## config.mk

```make
export PLATFORM = sky130hd
export DESIGN_NAME = adder_share_arbiter
export DESIGN_NICKNAME = d
export VERILOG_FILES = /design/src/rtl/adder_arb_pkg.sv /design/src/rtl/adder_share_arbiter_rr_arbiter.sv /design/src/rtl/adder_share_arbiter.sv
export SDC_FILE = /design/constraint.sdc
export NUM_CORES = 1
export LEC_CHECK = 0
export CAP_MARGIN = 20
export CELL_PAD_IN_SITES_DETAIL_PLACEMENT = 1
export CELL_PAD_IN_SITES_GLOBAL_PLACEMENT = 2
export CORE_AREA = 2 2 633 635
export CTS_CLUSTER_DIAMETER = 40
export DETAILED_ROUTE_END_ITERATION = 6
export DIE_AREA = 0 0 635 637
export GPL_ROUTABILITY_DRIVEN = 0
export HOLD_SLACK_MARGIN = 0.1
export PLACE_DENSITY_LB_ADDON = 0.2
export SETUP_SLACK_MARGIN = 0.15
export SLEW_MARGIN = 15
export SYNTH_ARGS = -nofsm -noshare
export SYNTH_HDL_FRONTEND = slang
export SYNTH_HIERARCHICAL = 1
export SYNTH_SLANG_ARGS = --single-unit
```

## constraint.sdc

```tcl
create_clock -name clk -period 5 [get_ports clk]
set_input_delay 1.25 -clock clk [delete_from_list [all_inputs] [get_ports clk]]
set_output_delay 1.25 -clock clk [all_outputs]
set_load 0.1 [all_outputs]
```

## src/rtl/adder_arb_pkg.sv

```systemverilog
// Shared constants and types for adder_share_arbiter: default sizing, tag width helper,
// tag-pipe entry layout and grant-counter width.
package adder_arb_pkg;

    localparam int unsigned N_DEF   = 4;
    localparam int unsigned W_DEF   = 128;
    localparam int unsigned LAT_DEF = 4;
    localparam int unsigned CNT_W   = 16;

    // Tags are stored at a fixed width so the entry type stays valid for any N up to 256.
    localparam int unsigned TW_MAX  = 8;

    function automatic int unsigned tag_width(input int unsigned n);
        return (n > 1) ? $clog2(n) : 1;
    endfunction

    localparam int unsigned TW_DEF  = tag_width(N_DEF);

    typedef struct packed {
        logic              vld;
        logic [TW_MAX-1:0] tag;
    } tag_ent_t;

endpackage

```

## src/rtl/adder_share_arbiter_rr_arbiter.sv

```systemverilog
// Round-robin arbiter: one-hot grant to the first requester after the last winner.
// Grants are suppressed while en is low or reset is asserted.
module rr_arbiter
    import adder_arb_pkg::*;
#(
    parameter int unsigned N = N_DEF
) (
    input  logic         clk,
    input  logic         rstn,
    input  logic         en,
    input  logic [N-1:0] req,
    output logic [N-1:0] gnt
);

    localparam int unsigned PW = tag_width(N);

    logic [PW-1:0] ptr_q, ptr_d;
    int            idx;

    // Scan from the farthest candidate to the nearest so the nearest set request wins.
    always_comb begin
        gnt   = '0;
        ptr_d = ptr_q;
        idx   = 0;
        if (rstn && en) begin
            for (int k = int'(N); k >= 1; k--) begin
                idx = int'(ptr_q) + k;
                if (idx >= int'(N)) begin
                    idx = idx - int'(N);
                end
                for (int i = 0; i < int'(N); i++) begin
                    if (i == idx && req[i]) begin
                        gnt    = '0;
                        gnt[i] = 1'b1;
                        ptr_d  = PW'(i);
                    end
                end
            end
        end
    end

    always_ff @(posedge clk) begin
        if (!rstn) begin
            ptr_q <= PW'(N - 1);
        end else begin
            ptr_q <= ptr_d;
        end
    end

endmodule

```

## src/rtl/adder_share_arbiter.sv

```systemverilog
// Shares one LAT-cycle pipelined adder among N requesters with round-robin issue and
// tagged result return. Define ADDER_ARB_STATS_EN to build per-requester grant counters.
module adder_share_arbiter
    import adder_arb_pkg::*;
#(
    parameter int unsigned N   = N_DEF,
    parameter int unsigned W   = W_DEF,
    parameter int unsigned LAT = LAT_DEF
) (
    input  logic             clk,
    input  logic             rstn,
    input  logic             en,
    input  logic [N-1:0]     req,
    input  logic [N*W-1:0]   req_op1,
    input  logic [N*W-1:0]   req_op2,
    input  logic [N-1:0]     req_cin,
    output logic [N-1:0]     gnt,
    output logic [W-1:0]     add_op1,
    output logic [W-1:0]     add_op2,
    output logic             add_cin,
    output logic             add_vld,
    input  logic [W-1:0]     add_res,
    input  logic             add_res_vld,
    output logic [N-1:0]     rsp_vld,
    output logic [W-1:0]     rsp_data,
    output logic             err,
    output logic [N*CNT_W-1:0] stats
);

    logic              accept;
    logic [W-1:0]      sel_op1, sel_op2;
    logic              sel_cin;
    logic [TW_MAX-1:0] sel_tag, iss_tag;
    tag_ent_t          tag_pipe [LAT];
    tag_ent_t          pipe_out;
    logic              rsp_hit;
    logic [N-1:0]      rsp_sel;

    rr_arbiter #(
        .N (N)
    ) u_rr_arbiter (
        .clk  (clk),
        .rstn (rstn),
        .en   (en),
        .req  (req),
        .gnt  (gnt)
    );

    always_comb begin
        accept  = |gnt;
        sel_op1 = '0;
        sel_op2 = '0;
        sel_cin = 1'b0;
        sel_tag = '0;
        for (int i = 0; i < int'(N); i++) begin
            if (gnt[i]) begin
                sel_op1 = req_op1[i*W +: W];
                sel_op2 = req_op2[i*W +: W];
                sel_cin = req_cin[i];
                sel_tag = TW_MAX'(i);
            end
        end
    end

    always_ff @(posedge clk) begin
        if (!rstn) begin
            add_vld <= 1'b0;
            add_op1 <= '0;
            add_op2 <= '0;
            add_cin <= 1'b0;
            iss_tag <= '0;
        end else begin
            add_vld <= accept;
            if (accept) begin
                add_op1 <= sel_op1;
                add_op2 <= sel_op2;
                add_cin <= sel_cin;
                iss_tag <= sel_tag;
            end
        end
    end

    // Entry 0 samples the issue register, mirroring the adder's first stage.
    always_ff @(posedge clk) begin
        if (!rstn) begin
            for (int i = 0; i < int'(LAT); i++) begin
                tag_pipe[i] <= '0;
            end
        end else begin
            tag_pipe[0] <= '{vld: add_vld, tag: iss_tag};
            for (int i = 1; i < int'(LAT); i++) begin
                tag_pipe[i] <= tag_pipe[i-1];
            end
        end
    end

    always_comb begin
        pipe_out = tag_pipe[LAT-1];
        rsp_hit  = add_res_vld & pipe_out.vld;
        rsp_sel  = '0;
        for (int i = 0; i < int'(N); i++) begin
            rsp_sel[i] = rsp_hit && (pipe_out.tag == TW_MAX'(i));
        end
    end

    always_ff @(posedge clk) begin
        if (!rstn) begin
            rsp_vld  <= '0;
            rsp_data <= '0;
            err      <= 1'b0;
        end else begin
            rsp_vld <= rsp_sel;
            if (rsp_hit) begin
                rsp_data <= add_res;
            end
            if (add_res_vld != pipe_out.vld) begin
                err <= 1'b1;
            end
        end
    end

`ifdef ADDER_ARB_STATS_EN
    logic [CNT_W-1:0] cnt_q [N];

    always_ff @(posedge clk) begin
        if (!rstn) begin
            for (int i = 0; i < int'(N); i++) begin
                cnt_q[i] <= '0;
            end
        end else begin
            for (int i = 0; i < int'(N); i++) begin
                if (gnt[i] && cnt_q[i] != {CNT_W{1'b1}}) begin
                    cnt_q[i] <= cnt_q[i] + 1'b1;
                end
            end
        end
    end

    always_comb begin
        stats = '0;
        for (int i = 0; i < int'(N); i++) begin
            stats[i*CNT_W +: CNT_W] = cnt_q[i];
        end
    end
`else
    assign stats = '0;
`endif

endmodule

```

==> impl_results.md, run 1 <==
- Run status: completed
- Fraction of final layout cells with drive strength greater than 1: 0.118
- Sequential cell area fraction in the yosys report: 0.419
- Total count of max-transition violations in the final report: 0
- Clock latency on the worst-skew pair: 0.87 ns
- Setup repair after global routing missed its margin: false
- Std-Cell Rows: 232
- Warnings, synthesis: 6
- Post-CTS setup repair buffer count: 0
- Leakage power of the design: 14.8 nW
- Synthesis-to-finish area growth: 141%
- Die extent in y: 637 um
- Worst reg2reg endpoint: add_op2[68]
- Share of synthesized flip-flops with an asynchronous set or reset: 0
- Measured slew at the worst slew-check pin: 1.22 ns
- Worst r2r src: u_rr_arbiter/ptr_q[1]
- Clock buffers created by TritonCTS: 167
- Fmax: 229 MHz
- Setup-failing EPs final: 0
- CP Capture Type: output pin
- Number of global-route vias before repair: 27687
- Hold worst-path end: tag_pipe[1][0]
- Initial drt markers: 1251
- Synthesized netlist cell count: 2088
- Number of unique standard cell types used by synthesis: 45
- Most used cells in the layout excluding fill and tap cells: clkdlybuf4s50_1 (1491), dfxtp_1 (407), a22oi_1 (257), o221ai_1 (257)
- Detailed-placement wirelength estimate: 242000 um
- Sum of negative setup slack: 0 ns
- Core region area: 398000 sq um
- Area leader, netlist: dfxtp_1
- Worst-path maximum fanout: 8
- Number of ports placed on the die boundary: 1623
- Final Skew: 0.0627 ns
- Max incr delay on CP: 0.55 ns
- Mean post-synth cell area: 9.32 sq um
- Dominant register cell in the synthesized netlist: dfxtp_1
- Count of cells along the worst register-to-register path: 8
- Starting density of the core: 0.0489
- Synth top area share: 0.419
- Mapped Area: 19500 sq um
- Crit path kind: input port to output pin
- Maximum number of pins on one net before global-route repair: 115
- Pre-antenna DRT Iters: 5
- Filler Cell Count: 46352
- Part of the cycle the worst path needs: 0.875
- Max-slew headroom at the worst pin: 0.190
- Remaining routing DRC violations: 0
- Remaining global-route overflow: 0
- Minimum hold slack: 0.405 ns
- DR vias/cell: 2.94
- Number of routed nets with antenna violations: 0
- Horizontal die dimension: 635 um
- Count of vias placed by the detailed router: 26798
- Slowest stage cell on the critical path: clkdlybuf4s50_1
- Clock slew at the register clock pins of the worst setup and hold paths: 0.04 ns
- Arrival time of the worst setup path: 3.13 ns
- TritonCTS clock tree: yes
- Req. time, crit path: 3.75 ns
- Max_cap viols: 0
- Number of buffers on the longest clock path: 4
- Most common cell after layout, fill and taps aside: clkdlybuf4s50_1
- Number of synthesized flops with an enable pin: 0
- Final min period: 4.38 ns
- Average wire per cell in the routed design: 31.1 um
- Hold Violations, Final: 0
- Top post-synthesis cells by area: dfxtp_1 (42%), o221ai_1 (12%), a22oi_1 (9.9%), a31oi_1 (8.2%), mux2i_1 (6.6%)
- List of cells traversed by the critical path: clkdlybuf4s50_1 -> and2_4 -> a221o_1 -> a211oi_2 -> buf_4 -> buf_12
- Global-route usage over all layers: 0.135
- Path length in cells of the critical path: 6
- Wire length of the first global-routing pass: 350000 um
- Total clock sinks: 407
- Maximum resistive drop on vdd: 234 uV
- Total Die Area: 404000 sq um
- Top delay family on crit path: buffers and inverters
- Yosys reg bits: 407
- CTS Root Buffer Type: clkbuf_16
- Start point of the worst hold path: tag_pipe[0][0]
- Buffers plus inverters on the worst setup path: 3
- Depth of the CTS H-tree: 4
- Number of buffer cells added on primary ports: 1558
- Slack of the worst reg-to-reg path: 2.02 ns
- Power Dens Cells: 400 nW/um^2
- Path category of the worst min-delay check: register to register
- Antenna violations before repair: 226
- Sum of routed wire length over all layers: 283000 um
- Hold Buf Count CTS: 0
- Number of stages on the worst hold path: 1
- Category of the worst setup path launch point: input port
- Number of gates given a new drive strength after cts: 0
- Final layout net count: 4836
==> stage by stage <==
stage / instance area (sq um) / utilization / worst slack, ns / power (mW) / instances
6_report: 47000 / 0.118 / 0.624 / 18.8 / 9101
5_1_grt: 46900 / 0.118 / 0.465 / 19.5 / 9076
4_1_cts: 46900 / 0.118 / 0.537 / 19.3 / 9059
3_5_place_dp: 41400 / 0.104 / 0.437 / 8.74 / 8767
3_3_place_gp: 41300 / 0.104 / 0.396 / 8.73 / 8763
2_1_floorplan: 19700 / - / 0.583 / 6.40 / 2151
==> report_power, final <==
part           internal (mW)  switching [mW]  total [mW]
clock network           7.00            3.18        10.2
logic                   1.55            3.34        4.90
registers               3.52           0.184        3.70
==> logic make-up (layout without fill, tap and decap cells) <==
family / count (synthesis) / count (layout) / share of synthesized area
AOI/OAI and AO/OA: 1048 / 1048 / 0.372
adders and majority gates: 1 / 1 / 0.000643
buffers and inverters: 333 / 1976 / 0.0888
DFF: 407 / 407 / 0.419
muxes: 129 / 129 / 0.0664
other: 1 / 106 / 0.000193
and+or+nand+nor: 169 / 169 / 0.0533
==> cells in the mapped netlist, drive strengths merged, types with 2 or more instances <==
| master | n |
|---|---|
| o221ai | 257 |
| inv | 9 |
| a21oi | 2 |
| nor2 | 8 |
| a211oi | 2 |
| buf | 134 |
| o21ai | 261 |
| nor2b | 131 |
| a31oi | 256 |
| dfxtp | 407 |
| nand2 | 3 |
| or2b | 2 |
| clkbuf | 190 |
| o21a | 2 |
| nor3 | 4 |
| and2 | 14 |
| mux2i | 129 |
| o21bai | 2 |
| a22oi | 257 |
==> area by class of cell <==
class | count | area [sq um] | area share
Sequential cell | 407 | 8150 | 0.173
Multi-Input combinational cell | 1411 | 9860 | 0.210
Clock buffer | 244 | 4830 | 0.103
Timing Repair Buffer | 1675 | 16800 | 0.357
Tap cell | 5265 | 6590 | 0.140
Inverter | 9 | 48.8 | 0.00104
Clock inverter | 48 | 618 | 0.0132
Antenna cell | 42 | 105 | 0.00224
==> sequential cells by signal, indices dropped and copies added, names as in the netlist <==
| register | cells |
|---|---|
| iss_tag | 2 |
| add_op2 | 128 |
| rsp_data | 128 |
| err | 1 |
| add_cin | 1 |
| tag_pipe | 12 |
| u_rr_arbiter/ptr_q | 2 |
| add_vld | 1 |
| add_op1 | 128 |
| rsp_vld | 4 |
==> worst max path at each step <==
stage | from | to | slack, ns
after floorplan | req[3] | gnt[0] | 0.58
after global placement | req[3] | add_op2[68] | 0.40
after detailed placement | req[3] | add_op2[85] | 0.44
after CTS | req[1] | gnt[2] | 0.54
after global routing | req[1] | gnt[2] | 0.47
final | req[3] | gnt[0] | 0.62
==> per-layer routing <==
layer  routed length [um]  global-route usage  share of wire  up-vias
li1                     -                   -              -    11528
met1               106000               0.144           0.38    13175
met2               145000               0.247           0.51     1478
met3                23800              0.0519          0.084      517
met4                 7440              0.0314          0.026      100
met5                  653                   0         0.0023        -
Power figures use the tool's default switching activity.
==> inputs of run 2 (changes only) <==
PLACE_DENSITY_LB_ADDON = 0.05   (was 0.2)
==> run 2 against run 1 <==
  * Fmax shrank 1.0%
  * First-iteration DRC count shrank 7.0%
  * Power rose by 9.9%
  * Critical path depth shrank 1
  * Register-to-register slack lost 0.23 ns
  * Die area is the same
  * Global-route usage is 0.75 points lower
  * Combinational power fell by 0.8%
  * Utilization up 0.41 points
  * Clock skew rose by 0.0067 ns
  * Count of clock-buffer cells in the layout is 102 higher
  * Critical path type unchanged
  * Highest routed layer unchanged
==> impl_results.md, run 2 (synthesized netlist as in run 1, its figures left out) <==
- Wire length of the first global-routing pass: 334000 um (was 350000 um)
- Worst-path maximum fanout: 8 (unchanged)
- Maximum number of pins on one net before global-route repair: 116 (was 115)
- CTS Root Buffer Type: clkbuf_16 (unchanged)
- Setup-failing EPs final: 0 (unchanged)
- Hold Buf Count CTS: 0 (unchanged)
- Number of buffer cells added on primary ports: 1558 (unchanged)
- Final Skew: 0.0694 ns (was 0.0627 ns)
- Remaining global-route overflow: 0 (unchanged)
- Layout Cells excl Fill: 9206 (was 9101)
- Measured slew at the worst slew-check pin: 1.21 ns (was 1.22 ns)
- Path category of the worst min-delay check: register to register (unchanged)
- Number of gates given a new drive strength after cts: 0 (unchanged)
- Run status: completed (unchanged)
- Req. time, crit path: 3.75 ns (about the same)
- Number of ports placed on the die boundary: 1623 (unchanged)
- Antenna violations before repair: 310 (was 226)
- Synthesis-to-finish area growth: 150% (was 141%)
- Pre-antenna DRT Iters: 5 (unchanged)
- Sum of routed wire length over all layers: 268000 um (was 283000 um)
- Total clock sinks: 407 (unchanged)
- Core region area: 398000 sq um (unchanged)
- Critical Path Source: req[3] (unchanged)
- Depth of the CTS H-tree: 4 (unchanged)
- Worst r2r src: u_rr_arbiter/ptr_q[0] (was u_rr_arbiter/ptr_q[1])
- Category of the worst setup path launch point: input port (unchanged)
- Filler Cell Count: 46090 (was 46352)
- Post-CTS setup repair buffer count: 0 (unchanged)
- Number of buffers on the longest clock path: 4 (unchanged)
- Number of routed nets with antenna violations: 0 (unchanged)
- Crit path kind: input port to output pin (unchanged)
- Part of the cycle the worst path needs: 0.884 (was 0.875)
- Maximum resistive drop on vdd: 291 uV (was 234 uV)
- Sequential Area: 8150 sq um (unchanged)
- Hold Violations, Final: 0 (unchanged)
- Max_cap viols: 0 (unchanged)
- Final Core Density: 0.122 (was 0.118)
- Most used cells in the layout excluding fill and tap cells: clkdlybuf4s50_1 (1507), dfxtp_1 (407), a22oi_1 (257), o221ai_1 (257) (was clkdlybuf4s50_1 (1491), dfxtp_1 (407), a22oi_1 (257), o221ai_1 (257))
- Remaining routing DRC violations: 0 (unchanged)
- Fraction of final layout cells with drive strength greater than 1: 0.122 (was 0.118)
- Clock slew at the register clock pins of the worst setup and hold paths: 0.04 ns (about the same)
- Total Die Area: 404000 sq um (unchanged)
- Largest registers: add_op1: 128 flops, add_op2: 128 flops, rsp_data: 128 flops (unchanged)
- Arrival time of the worst setup path: 3.17 ns (was 3.13 ns)
- Total instance count after detailed placement: 8763 (was 8767)
- Start point of the worst hold path: tag_pipe[0][8] (was tag_pipe[0][0])
- DR vias/cell: 2.89 (was 2.94)
- Std-Cell Rows: 232 (unchanged)
- Die extent in y: 637 um (unchanged)
- Horizontal die dimension: 635 um (unchanged)
- Leakage power of the design: 15.4 nW (was 14.8 nW)
- Starting density of the core: 0.0489 (unchanged)
- Power Dens Cells: 425 nW/um^2 (was 400 nW/um^2)
- Clock buffers created by TritonCTS: 213 (was 167)
- Sum of negative setup slack: 0 ns (unchanged)
- Average wire per cell in the routed design: 29.1 um (was 31.1 um)
- Detailed-placement wirelength estimate: 216000 um (was 242000 um)
- Max-slew headroom at the worst pin: 0.190 (about the same)
- Total count of max-transition violations in the final report: 0 (unchanged)
- Setup repair after global routing missed its margin: false (unchanged)
- Initial drt markers: 1164 (was 1251)
- Count of vias placed by the detailed router: 26567 (was 26798)
- Fmax: 226 MHz (was 229 MHz)
- Clock latency on the worst-skew pair: 0.87 ns (about the same)
- Final min period: 4.42 ns (was 4.38 ns)
- TritonCTS clock tree: yes (unchanged)
- Combined area of the multi-input logic cells: 9870 sq um (was 9860 sq um)
- Global-route usage over all layers: 0.127 (was 0.135)
- Number of global-route vias before repair: 28500 (was 27687)
- CP Capture Type: output pin (unchanged)
- Most common cell after layout, fill and taps aside: clkdlybuf4s50_1 (unchanged)
- Final layout net count: 4882 (was 4836)
==> run 2: cell types whose count changed in the layout (fill, tap and decap cells not counted), moves of 8 or more <==
cell             previous run  this run
buf_12                     37        55
clkbuf_8                   34        55
bufinv_16                   8         0
clkinv_2                   28        11
clkbuf_16                 168       214
clkbuf_1                   42        77
diode_2                    42        72
buf_4                     136       108
clkdlybuf4s50_1          1491      1507
==> run 2: final cells by class <==
cell class | count | area share
Multi-Input combinational cell | 1411 | 0.203
Antenna cell | 72 | 0.00371
Inverter | 9 | 0.00100
Timing Repair Buffer | 1675 | 0.351
Clock buffer | 346 | 0.132
Tap cell | 5265 | 0.136
Clock inverter | 21 | 0.00574
Sequential cell | 407 | 0.168
==> run 2: report_power, final <==
| part | internal, mW | total [mW] | switching (mW) |
|---|---|---|---|
| logic | 1.60 | 4.86 | 3.26 |
| clock network | 8.49 | 12.1 | 3.60 |
| registers | 3.52 | 3.69 | 0.174 |
| total | 13.6 | 20.6 | 7.04 |
==> run 2: layer usage <==
layer  track usage  part of all wire
met3        0.0700              0.10
met2         0.231              0.51
met5             0            0.0042
met1         0.120              0.34
met4        0.0427             0.034
==> run 2: stage by stage <==
stage               setup slack (ns)  total power, mW  area, sq um  hold slack (ns)
CTS                            0.529             21.3        48300            0.423
finish                         0.578             20.6        48600            0.428
global route                   0.468             21.6        48500            0.426
global placement               0.134             8.71        41400            0.425
floorplan                      0.583             6.40        19700            0.412
detailed placement             0.156             8.73        41700            0.422
==> run 2: worst max-delay path, stage by stage <==
cell             delay, ns
clkdlybuf4s50_1       0.55
and2_4                0.24
a221o_1               0.40
a211oi_2              0.45
buf_12                0.26
==> run 2: worst paths after layout <==
| kind | cells after the start | slack, ns | end |
|---|---|---|---|
| setup reg to reg | 8 | 1.79 | add_op1[88] |
| hold reg to reg | 1 | 0.43 | tag_pipe[1][8] |
| setup / recovery | 5 | 0.58 | gnt[0] |
| hold / removal | 1 | 0.43 | tag_pipe[1][8] |
==> inputs of run 3 (changes only) <==
CTS_BUF_LIST = sky130_fd_sc_hd__clkbuf_4 sky130_fd_sc_hd__clkbuf_8 sky130_fd_sc_hd__clkbuf_16   (was unset)
==> run 3 against run 2 <==
  * Fmax hardly changed
  * First-iteration DRC count is 7.2% lower
  * Via count is 0.14% lower
  * Worst hold slack stayed put
  * Clock skew is 0.00093 ns higher
  * Wire length hardly changed
  * Clock power is 3% higher
  * Worst setup slack better by 0.0016 ns
  * Power is 2.0% higher
  * Sequential share of layout area is 0.098 points lower
  * Sequential power hardly changed
  * Combinational power hardly changed
  * Largest power group unchanged
==> impl_results.md, run 3 (synthesized netlist as in run 1, its figures left out) <==
- Hold worst-path end: tag_pipe[1][8] (unchanged)
- Post-CTS setup repair buffer count: 0 (unchanged)
- Remaining routing DRC violations: 0 (unchanged)
- Category of the worst setup path launch point: input port (unchanged)
- Maximum number of pins on one net before global-route repair: 116 (unchanged)
- Final min period: 4.42 ns (about the same)
- Met3 Use GR: 0.0700 (about the same)
- Arrival time of the worst setup path: 3.17 ns (about the same)
- Slack of the worst reg-to-reg path: 1.78 ns (was 1.79 ns)
- Clock slew at the register clock pins of the worst setup and hold paths: 0.04 ns (about the same)
- Number of ports placed on the die boundary: 1623 (unchanged)
- Sequential Area: 8150 sq um (unchanged)
- Total power draw: 21.1 mW (was 20.6 mW)
- Number of buffer cells added on primary ports: 1558 (unchanged)
- Final Skew: 0.0704 ns (was 0.0694 ns)
- Setup-failing EPs final: 0 (unchanged)
- Setup repair after global routing missed its margin: false (unchanged)
- Starting density of the core: 0.0489 (unchanged)
- Final setup margin: 0.580 ns (was 0.578 ns)
- Std-Cell Rows: 232 (unchanged)
- Total Die Area: 404000 sq um (unchanged)
- Final layout net count: 4882 (unchanged)
- Fmax: 226 MHz (about the same)
- Total count of max-transition violations in the final report: 0 (unchanged)
- Largest registers: add_op1: 128 flops, add_op2: 128 flops, rsp_data: 128 flops (unchanged)
- Clock latency on the worst-skew pair: 0.86 ns (was 0.87 ns)
- Worst r2r src: u_rr_arbiter/ptr_q[0] (unchanged)
- Req. time, crit path: 3.75 ns (about the same)
- Synthesis-to-finish area growth: 151% (was 150%)
- Max_cap viols: 0 (unchanged)
- Setup WS pre-CTS: 0.156 ns (unchanged)
- Pre-antenna DRT Iters: 5 (unchanged)
- Worst-path maximum fanout: 8 (unchanged)
- Number of stages on the worst hold path: 1 (unchanged)
- Sum of routed wire length over all layers: 268000 um (about the same)
- Part of the cycle the worst path needs: 0.884 (about the same)
- Initial drt markers: 1080 (was 1164)
- Measured slew at the worst slew-check pin: 1.21 ns (about the same)
- Remaining global-route overflow: 0 (unchanged)
- Grt peak-use layer: met2 (unchanged)
- Horizontal die dimension: 635 um (unchanged)
- Leakage power of the design: 15.7 nW (was 15.4 nW)
- Count of cells along the worst register-to-register path: 8 (unchanged)
- TritonCTS clock tree: yes (unchanged)
- Number of routed nets with antenna violations: 0 (unchanged)
- Layout Cells excl Fill: 9205 (was 9206)
- Total instance count after detailed placement: 8763 (unchanged)
- Hold Violations, Final: 0 (unchanged)
- GR Util met1: 0.120 (about the same)
- Number of global-route vias before repair: 28523 (was 28500)
- Start point of the worst hold path: tag_pipe[0][8] (unchanged)
- Sum of negative setup slack: 0 ns (unchanged)
- CP Capture Type: output pin (unchanged)
- Most used cells in the layout excluding fill and tap cells: clkdlybuf4s50_1 (1507), dfxtp_1 (407), a22oi_1 (257), o221ai_1 (257) (unchanged)
- Hold Buf Count CTS: 0 (unchanged)
- Detailed-placement wirelength estimate: 216000 um (unchanged)
- Most common cell after layout, fill and taps aside: clkdlybuf4s50_1 (unchanged)
- Global-route usage over all layers: 0.127 (about the same)
- Antenna violations before repair: 310 (unchanged)
- Maximum resistive drop on vdd: 291 uV (about the same)
- Number of gates given a new drive strength after cts: 0 (unchanged)
- Count of vias placed by the detailed router: 26531 (was 26567)
- Fraction of final layout cells with drive strength greater than 1: 0.142 (was 0.122)
- Die extent in y: 637 um (unchanged)
- Path category of the worst min-delay check: register to register (unchanged)
- Crit path kind: input port to output pin (unchanged)
- Combined area of the multi-input logic cells: 9870 sq um (unchanged)
- Post-DP Area: 41700 sq um (unchanged)
- Core region area: 398000 sq um (unchanged)
- Worst reg2reg endpoint: add_op1[88] (unchanged)
- Average wire per cell in the routed design: 29.1 um (about the same)
- Clock buffers created by TritonCTS: 213 (unchanged)
- Depth of the CTS H-tree: 4 (unchanged)
- Routing usage on met2: 0.231 (about the same)
- DR vias/cell: 2.88 (was 2.89)
- Filler Cell Count: 46054 (was 46090)
- Layout Cell Area excl Fill: 48900 sq um (was 48600 sq um)
- Wire length of the first global-routing pass: 334000 um (about the same)
- Max-slew headroom at the worst pin: 0.190 (about the same)
- Number of buffers on the longest clock path: 4 (unchanged)
- Run status: completed (unchanged)
- Total clock sinks: 407 (unchanged)
- Power Dens Cells: 431 nW/um^2 (was 425 nW/um^2)
- CTS Root Buffer Type: clkbuf_16 (unchanged)
run 3: worst max-delay path, cell delays in order:
cell and delay [ns]:
clkdlybuf4s50_1 0.55, and2_4 0.24, a221o_1 0.40, a211oi_2 0.45, buf_12 0.26
run 3: layout make-up:
class / instances / area share
clock inverter: 21 / 0.00571
timing repair buffer: 1675 / 0.349
multi-input combinational: 1411 / 0.202
clock buffer: 346 / 0.137
antenna: 71 / 0.00363
tap: 5265 / 0.135
sequential: 407 / 0.167
inverter: 9 / 0.000998
run 3: power by group:
part	internal, mW	total, mW	switching [mW]
sequential	3.52	3.69	0.174
combinational	1.60	4.86	3.26
clock	8.91	12.5	3.60
total	14.0	21.1	7.03
run 3: metrics by stage:
step           utilization  hold WS [ns]
6_report             0.123         0.428
5_1_grt              0.123         0.426
4_1_cts              0.122         0.423
3_5_place_dp         0.105         0.422
3_3_place_gp         0.104         0.425
2_1_floorplan            -         0.412
run 3: how the worst max path moves through the flow:
stage / from / end / slack (ns) / cells after the start
after CTS: req[3] / gnt[0] / 0.53 / 5
after global routing: req[3] / gnt[0] / 0.47 / 5
after detailed placement: req[1] / add_cin / 0.16 / 10
final: req[3] / gnt[0] / 0.58 / 5
after floorplan: req[3] / gnt[0] / 0.58 / 3
after global placement: req[1] / add_cin / 0.13 / 10
run 3: layer usage:
layer	vias to the layer above	wire length, um
met5	-	1130
met4	178	9030
met3	718	27700
met2	1493	138000
met1	12452	92500
li1	11690	-
